[config.mk]
export PLATFORM = sky130hd
export DESIGN_NAME = regfile_wb_arbiter
export DESIGN_NICKNAME = d
export VERILOG_FILES = /design/src/rtl/regfile_wb_arbiter.sv
export SDC_FILE = /design/constraint.sdc
export NUM_CORES = 1
export LEC_CHECK = 0
export CORE_ASPECT_RATIO = 2
export CORE_MARGIN = 3
export CORE_UTILIZATION = 40
export CTS_BUF_LIST = sky130_fd_sc_hd__clkbuf_8
export DETAILED_ROUTE_END_ITERATION = 10
export PLACE_DENSITY = 0.71
export SLEW_MARGIN = 20
export SYNTH_ARGS = -nofsm -noshare
export SYNTH_HDL_FRONTEND = slang
export SYNTH_SLANG_ARGS = --single-unit
[constraint.sdc]
create_clock -name clk -period 3.7 [get_ports clk]
set_input_delay 0.74 -clock clk [delete_from_list [all_inputs] [get_ports clk]]
set_output_delay 0.74 -clock clk [all_outputs]
set_load 0.03 [all_outputs]
[src/rtl/regfile_wb_arbiter.sv]
// Register-bank write-port arbiter between pipeline writeback and the MDU,
// with a one-entry pending buffer, starvation stall and RAW scoreboard.
// Optional: define ARB_STALL_COUNT_EN to add a saturating forced-stall counter.
module regfile_wb_arbiter #(
    parameter int WORD_WIDTH = 32,
    parameter int ADDR_WIDTH = 5,
    parameter int MAX_WAIT   = 4
) (
    input  logic                  clk,
    input  logic                  rst_n,
    input  logic                  wb_valid_i,
    input  logic [ADDR_WIDTH-1:0] wb_addr_i,
    input  logic [WORD_WIDTH-1:0] wb_data_i,
    output logic                  wb_ready_o,
    input  logic                  mdu_issue_i,
    input  logic [ADDR_WIDTH-1:0] mdu_issue_rd_i,
    input  logic                  mdu_valid_i,
    input  logic [ADDR_WIDTH-1:0] mdu_rd_i,
    input  logic [WORD_WIDTH-1:0] mdu_data_i,
    output logic                  mdu_ready_o,
    input  logic [ADDR_WIDTH-1:0] rs1_addr_i,
    input  logic [ADDR_WIDTH-1:0] rs2_addr_i,
    output logic                  hazard_o,
    output logic                  reg_wen_o,
    output logic [ADDR_WIDTH-1:0] reg_waddr_o,
    output logic [WORD_WIDTH-1:0] reg_wdata_o,
    output logic                  stall_o
`ifdef ARB_STALL_COUNT_EN
    ,
    output logic [15:0]           stall_count_o
`endif
);

    localparam int         NUM_REGS   = 1 << ADDR_WIDTH;
    localparam logic [3:0] MAX_WAIT_W = 4'(MAX_WAIT);

    typedef enum logic [1:0] {
        S_IDLE,
        S_PEND,
        S_FORCE
    } state_t;

    state_t                  state_q, state_d;
    logic [3:0]              wait_q, wait_d;
    logic [ADDR_WIDTH-1:0]   pend_rd_q;
    logic [WORD_WIDTH-1:0]   pend_data_q;
    logic [NUM_REGS-1:0]     busy_q, busy_d;

    logic                    capture;
    logic                    sel_valid;
    logic [ADDR_WIDTH-1:0]   sel_addr;
    logic [WORD_WIDTH-1:0]   sel_data;
    logic                    mdu_write;
    logic [ADDR_WIDTH-1:0]   mdu_write_rd;

    assign capture = (state_q == S_IDLE) && wb_valid_i && mdu_valid_i;

    always_ff @(posedge clk or negedge rst_n) begin
        if (!rst_n) begin
            state_q   <= S_IDLE;
            wait_q    <= '0;
            pend_rd_q <= '0;
            busy_q    <= '0;
        end else begin
            state_q   <= state_d;
            wait_q    <= wait_d;
            busy_q    <= busy_d;
            if (capture) pend_rd_q <= mdu_rd_i;
        end
    end

    // NOTE: pending data is only read when state says it is valid, so it needs no reset.
    always_ff @(posedge clk) begin
        if (capture) pend_data_q <= mdu_data_i;
    end

    // NOTE: combinational blocks use blocking assignments with defaults first, so no latches.
    always_comb begin
        state_d = state_q;
        wait_d  = wait_q;
        unique case (state_q)
            S_IDLE: begin
                if (wb_valid_i && mdu_valid_i) begin
                    state_d = S_PEND;
                    wait_d  = '0;
                end
            end
            S_PEND: begin
                if (!wb_valid_i) begin
                    state_d = S_IDLE;
                end else begin
                    wait_d = wait_q + 4'd1;
                    if (wait_d == MAX_WAIT_W) state_d = S_FORCE;
                end
            end
            S_FORCE: state_d = S_IDLE;
            default: state_d = S_IDLE;
        endcase
    end

    always_comb begin
        wb_ready_o   = 1'b1;
        mdu_ready_o  = 1'b1;
        stall_o      = 1'b0;
        sel_valid    = 1'b0;
        sel_addr     = '0;
        sel_data     = '0;
        mdu_write    = 1'b0;
        mdu_write_rd = '0;
        unique case (state_q)
            S_IDLE: begin
                if (wb_valid_i) begin
                    sel_valid = 1'b1;
                    sel_addr  = wb_addr_i;
                    sel_data  = wb_data_i;
                end else if (mdu_valid_i) begin
                    sel_valid    = 1'b1;
                    sel_addr     = mdu_rd_i;
                    sel_data     = mdu_data_i;
                    mdu_write    = 1'b1;
                    mdu_write_rd = mdu_rd_i;
                end
            end
            S_PEND: begin
                mdu_ready_o = 1'b0;
                sel_valid   = 1'b1;
                if (wb_valid_i) begin
                    sel_addr = wb_addr_i;
                    sel_data = wb_data_i;
                end else begin
                    sel_addr     = pend_rd_q;
                    sel_data     = pend_data_q;
                    mdu_write    = 1'b1;
                    mdu_write_rd = pend_rd_q;
                end
            end
            S_FORCE: begin
                stall_o      = 1'b1;
                wb_ready_o   = 1'b0;
                mdu_ready_o  = 1'b0;
                sel_valid    = 1'b1;
                sel_addr     = pend_rd_q;
                sel_data     = pend_data_q;
                mdu_write    = 1'b1;
                mdu_write_rd = pend_rd_q;
            end
            default: ;
        endcase
    end

    // Writes to x0 still complete their handshake but never reach the bank.
    assign reg_wen_o   = sel_valid && (sel_addr != '0);
    assign reg_waddr_o = sel_addr;
    assign reg_wdata_o = sel_data;

    // Set is applied after clear so an issue wins over a same-cycle retire.
    always_comb begin
        busy_d = busy_q;
        if (mdu_write) busy_d[mdu_write_rd] = 1'b0;
        if (mdu_issue_i) busy_d[mdu_issue_rd_i] = 1'b1;
        busy_d[0] = 1'b0;
    end

    assign hazard_o = busy_q[rs1_addr_i] | busy_q[rs2_addr_i];

`ifdef ARB_STALL_COUNT_EN
    always_ff @(posedge clk or negedge rst_n) begin
        if (!rst_n) begin
            stall_count_o <= '0;
        end else if (state_d == S_FORCE && state_q != S_FORCE && stall_count_o != 16'hFFFF) begin
            stall_count_o <= stall_count_o + 16'd1;
        end
    end
`endif

endmodule

[Word level (Yosys, flattened, before mapping)]
Index checks and enable logic that the tools add are counted.
W data, S select, Z words.
Cells by class
  equal/unequal tests: 6
  bitwise operators: 4
  reductions and logical operators: 12
  $lt $le $gt $ge: 6
  add/sub/neg operators: 1
  multiplexer cells: 37
Operators with widths (number)
  $mux W32: 5
  $pmux W32 S3: 1
  $and A32 B32 Y32: 1
  $not A32 Y32: 1
  $or A32 B32 Y32: 1
  $pmux W5 S3: 2
  $mux W5: 5
  $lt A5 B6 Y1 const B: 4
  $mux W1: 11
  $bmux W1 S5: 2
  $demux W1 S5: 2
  $ge A5 B1 Y1 const B: 2
  $mux W4: 2
  $pmux W4 S2: 1
  $logic_and A1 B1 Y1: 6
  $mux W2: 3
  $reduce_bool A5 Y1: 1
  $add A4 B1 Y4 const B: 1
  $eq A4 B3 Y1 const B: 1
  $pmux W2 S2: 1
  $ne A3 B3 Y1 const B: 1
  $pmux W1 S3: 1
  $reduce_and A3 Y1: 1
  $eq A2 B1 Y1 const B: 1
  other kinds (9): 9
Word-level totals
  output and inout bits: 42
  input bits: 94
  register bits: 74
  word-level logic and storage cells: 71

[Longest topological paths before layout]
  depth in word-level cells: 12
  gate-level depth with buffers: 9
  depth with buffers taken out: 7

[Worst setup path after synthesis]
No wires, ideal clock.
  path type: input to output
  from: in wb_valid_i
  to: out reg_wen_o
  buffers on the path: 2
  data required time: 2960 ps
  arrival time: 2384 ps
  stages on the path: 6
  slack: 576 ps
  path through: buf_6 -> and3b_2 -> buf_6 -> nand2_1 -> a31oi_1 -> o31a_1
On the way
  longest elaborated chain between the ends: 4
  elaborated cells on any way between the ends: 7
  those cells by class: 5 x mux; 2 x reduce/logical
Ends and longest elaborated chain
  start: declaration: line 11  | input logic wb_valid_i,
  $mux W5, on equally long branches: line 127, 112
  $pmux W5 S3 (*): line 110  | unique case (state_q)
  via reg_waddr_o[3]: line 25  | output logic [ADDR_WIDTH-1:0] reg_waddr_o,
  $reduce_bool A5 Y1 (*): line 152  | assign reg_wen_o = sel_valid && (sel_addr != '0);
  $logic_and A1 B1 Y1 (*): line 152
  end: declaration: line 24  | output logic reg_wen_o,
The timed path passes the listed nets; every way through them passes the cells marked *.

[Final worst setup path]
  from: in rs2_addr_i[0]
  to: out hazard_o
On the way
  longest elaborated chain between the ends: 3
Ends and longest elaborated chain
  start: declaration: line 22  | input logic [ADDR_WIDTH-1:0] rs2_addr_i,
  $bmux W1 S5: line 164  | assign hazard_o = busy_q[rs1_addr_i] | busy_q[rs2_addr_i];
  $mux W1 (implied by the code): line 164
  $or A1 B1 Y1: line 164
  end: declaration: line 23  | output logic hazard_o,
Every way passes these cells. The select of a mux whose other input is x is not followed.

==> metrics.md <==
| Metric | Value |
|---|---|
| CP endpoint kind | output port |
| Post-Synth Simple-Gate Area | 11.5% |
| Pre-CTS setup slack | -0.105 ns |
| TritonCTS Sinks | 74 |
| R2r endpoint | busy_q[22]$_DFF_PN0_ |
| # DRC | 0 |
| Initial cell density of the core | 41.6% |
| # rows | 52 |
| Min Tclk post-route | 3.54 ns |
| Top FF cell, synth | dfrtp_1 |
| Kind of path behind the tightest hold check | flop to flop |
| Hold_buf cts | 0 |
| Setup TNS | 0 ns |
| Final Hold Fails | 0 |
| Sw Share | 45.6% |
| Post-synth cell types | 53 |
| CP arrival | 2.80 ns |
| Root buffer cell | clkbuf_8 |
| Hold Path End | wait_q[3]$_DFFE_PN0P_ |
| Final period util | 95.6% |
| Gpl congestion | 0.852 |
| Final Power | 0.00458 W |
| Layout net count | 624 |
| Worst path max stage delay | 0.48 ns |
| Crit-path leading delay family | buffers and inverters |
| DRT antenna net count | 0 |
| Sequential fraction of design power | 28.8% |
| Pin count of the biggest net entering global routing | 43 |
| Final-report setup violation count | 0 |
| Maxcap violations | 0 |
| Remaining Overflow, GRT | 0 |
| Logic pwr share | 58.0% |
| Post-synth top area share | 24.7% |
| Measured slew at the worst slew-check pin | 0.943 ns |
| Worst vdd ir | 0.420 mV |
| Cts bufs inserted | 9 |
| Multi-input logic area | 0.00205 mm² |
| Core area | 0.0102 mm² |
| Worst skew pair latency | 0.35 ns |
| Setup Buffers After CTS | 0 |
| Clock Tree Buf Depth | 2 |
| R2R setup slack | 0.93 ns |
| Worst-path cell with the longest stage delay | clkdlybuf4s50_1 |
| Die W | 78.9 µm |
| Outcome | finished, final reports clean |
| WHS | 0.507 ns |
| CP Buf/Inv Count | 3 |
| Slew Limit Fails | 0 |
| PwrDens | 779 mW/mm² |
| Synthesized area | 0.00425 mm² |
| Synth Instances | 391 |
| Main area contributors after synthesis | dfrtp_1 (25%), edfxtp_1 (23%), a222oi_1 (7.5%) |
| Int Pwr | 0.00249 W |
| R2R depth | 8 |
| # port buffers | 135 |
| Proportion of synthesized area in mux cells | 10.2% |
| Number of global-route vias before repair | 4,263 |
| Ys async rst share | 56.8% |
| Initial antenna violation count | 0 |
| RSZ-0062 raised after global routing | no |
| ANT cells | 0 |
| Kind of critical path | input port to output port |
| Die area | 0.0120 mm² |
| Crit-path cells | clkdlybuf4s50_1, buf_4, mux4_2, mux2_2, a31oi_1, o211ai_1, dlygate4sd2_1 |
| Post-synthesis compound-gate area fraction | 24.4% |
| Final worst setup slack | 0.165 ns |
| Hold_sp | wait_q[3]$_DFFE_PN0P_ |
| Routed WL | 13,600 µm |
| Sequential standard cell area | 0.00201 mm² |
| DR WL/cell | 20.4 µm |
| Top cells by count, synth | dfrtp_1 (42), nor2_1 (42), o21ai_0 (34), a222oi_1 (32), edfxtp_1 (32) |
| Drt pass-1 iters | 6 |
| Startpoint types | input port |
| Net Switching | 0.00209 W |
| Cell taking the most area after synthesis | dfrtp_1 |
| Die Y | 152 µm |
| Total Routing Usage GR | 23.5% |
| CP Depth | 7 |
| Vias per Instance | 6.04 |
| Ys Warns | 0 |
| Vias after detailed routing | 4,012 |
| Clock power frac | 13.3% |
| FMAX | 283 MHz |
| Worst Path Required | 2.96 ns |
| Static Leak | 2.29 nW |
| Syn Area/Cell | 10.9 µm² |
| Mapped Nets | 491 |
| Largest family of logic cells by synthesized area | compound AO/OA/AOI/OAI gates |
| Synth-to-layout area growth | 38.4% |
| Htree depth | 3 |
| XOR/XNOR Fraction of Synth Area | 0.412% |
| Synthesis-stage register bit count | 74 |
| Clk_skew | 0.00852 ns |
| Post-synth EDFFs | 32 |
| Hold Path Depth | 2 |
| Global-route wire length before repair | 21,400 µm |
| Layout cells sized above 1 | 18.9% |
| HPWL Detailed | 10,600 µm |
| TritonCTS clock tree | yes |
| Detailed Route Iter0 Violations | 379 |
| Launch point of the worst reg-to-reg path | state_q[1]$_DFFE_PN0P_ |
| Area share of fa/ha/maj cells after synthesis | 1.77% |
| Normalized max-slew margin | 37.1% |
| CTS clk-pin slew, worst paths | 0.08 ns |
| Sequential share of the synthesized area | 47.4% |
| Top Ports | 136 |
| CP Max Fanout | 3 |
| Fillers | 899 |
==> state kept, by name (all words and copies together), names as in the netlist <==
signal	flops
busy_q	31
pend_data_q	32
pend_rd_q	5
state_q	2
wait_q	4
==> worst register-to-register path, cell delays in order, from the launching register on <==
cell	delay, ns
dfrtp_1	0.41
inv_1	0.11
ha_1	0.24
nor2b_1	0.43
buf_4	0.20
o21a_1	0.20
o2111ai_1	0.47
o41ai_1	0.44
o21ai_0	0.14
==> cell type report <==
class,count,share of cell area (%)
Sequential cell,74,34.2
Clock inverter,7,1.04
Inverter,12,0.766
Clock buffer,9,2.11
Multi-Input combinational cell,275,34.9
Tap cell,135,2.87
Timing Repair Buffer,152,24.1
==> worst max path at each step <==
| stage | startpoint | to | slack (ns) |
|---|---|---|---|
| 3_3_place_gp | rs1_addr_i[0] | hazard_o | -0.06 |
| 5_1_grt | rs2_addr_i[0] | hazard_o | 0.04 |
| 4_1_cts | rs1_addr_i[0] | hazard_o | 0.13 |
| 2_1_floorplan | wb_valid_i | reg_wen_o | 0.58 |
| 3_5_place_dp | rs1_addr_i[0] | hazard_o | -0.10 |
| 6_report | rs2_addr_i[0] | hazard_o | 0.16 |
==> cells by family after synthesis <==
kind of cell | count (synthesis)
adders and majority gates | 6
DFF | 74
muxes | 26
xor gates and xnor gates | 2
and+or+nand+nor | 100
buffers and inverters | 42
AOI/OAI and AO/OA | 141
==> per-layer routing <==
layer,up-vias,wire (µm),track usage (%),part of all wire (%)
li1,1830,-,-,-
met1,1916,4690,24.1,35
met2,231,7370,43.9,54
met3,35,1010,5.33,7.4
met4,0,504,12.0,3.7
met5,-,0,0,0
==> timing repair <==
item | CTS | global route
gates resized for setup | 1 | 1
hold endpoints to repair | 0 | 0
endpoints found under the setup margin | 1 | 1
==> power groups by stage <==
stage	combinational (W)	sequential (W)	clock, W
2_1_floorplan	0.00174	0.00124	0
3_3_place_gp	0.00261	0.00132	0
3_5_place_dp	0.00266	0.00132	0
4_1_cts	0.00266	0.00131	0.000625
5_1_grt	0.00287	0.00134	0.000657
6_report	0.00265	0.00132	0.000609
==> metrics by stage <==
stage | instances | utilization, % | area (µm²)
finish | 664 | 57.6 | 5880
global route | 664 | 57.6 | 5880
CTS | 664 | 57.5 | 5880
detailed placement | 648 | 55.7 | 5690
global placement | 648 | 55.7 | 5690
floorplan | 391 | - | 4250
==> cell usage in the layout (no fill, tap or decap), drive strengths merged, types with 4 or more instances in the layout <==
| cell | n |
|---|---|
| o41ai | 11 |
| clkbuf | 9 |
| clkdlybuf4s50 | 94 |
| a31oi | 4 |
| nand2 | 20 |
| edfxtp | 32 |
| o31ai | 16 |
| a222oi | 32 |
| ha | 6 |
| nand3 | 9 |
| clkinv | 4 |
| a21oi | 13 |
| inv | 13 |
| dfrtp | 42 |
| o21a | 5 |
| nand3b | 6 |
| and2 | 4 |
| o211ai | 6 |
| o21ai | 40 |
| mux2i | 5 |
| mux4 | 13 |
| nor2 | 42 |
| mux2 | 8 |
| buf | 56 |
No activity file was read; power rests on OpenSTA's default activity.
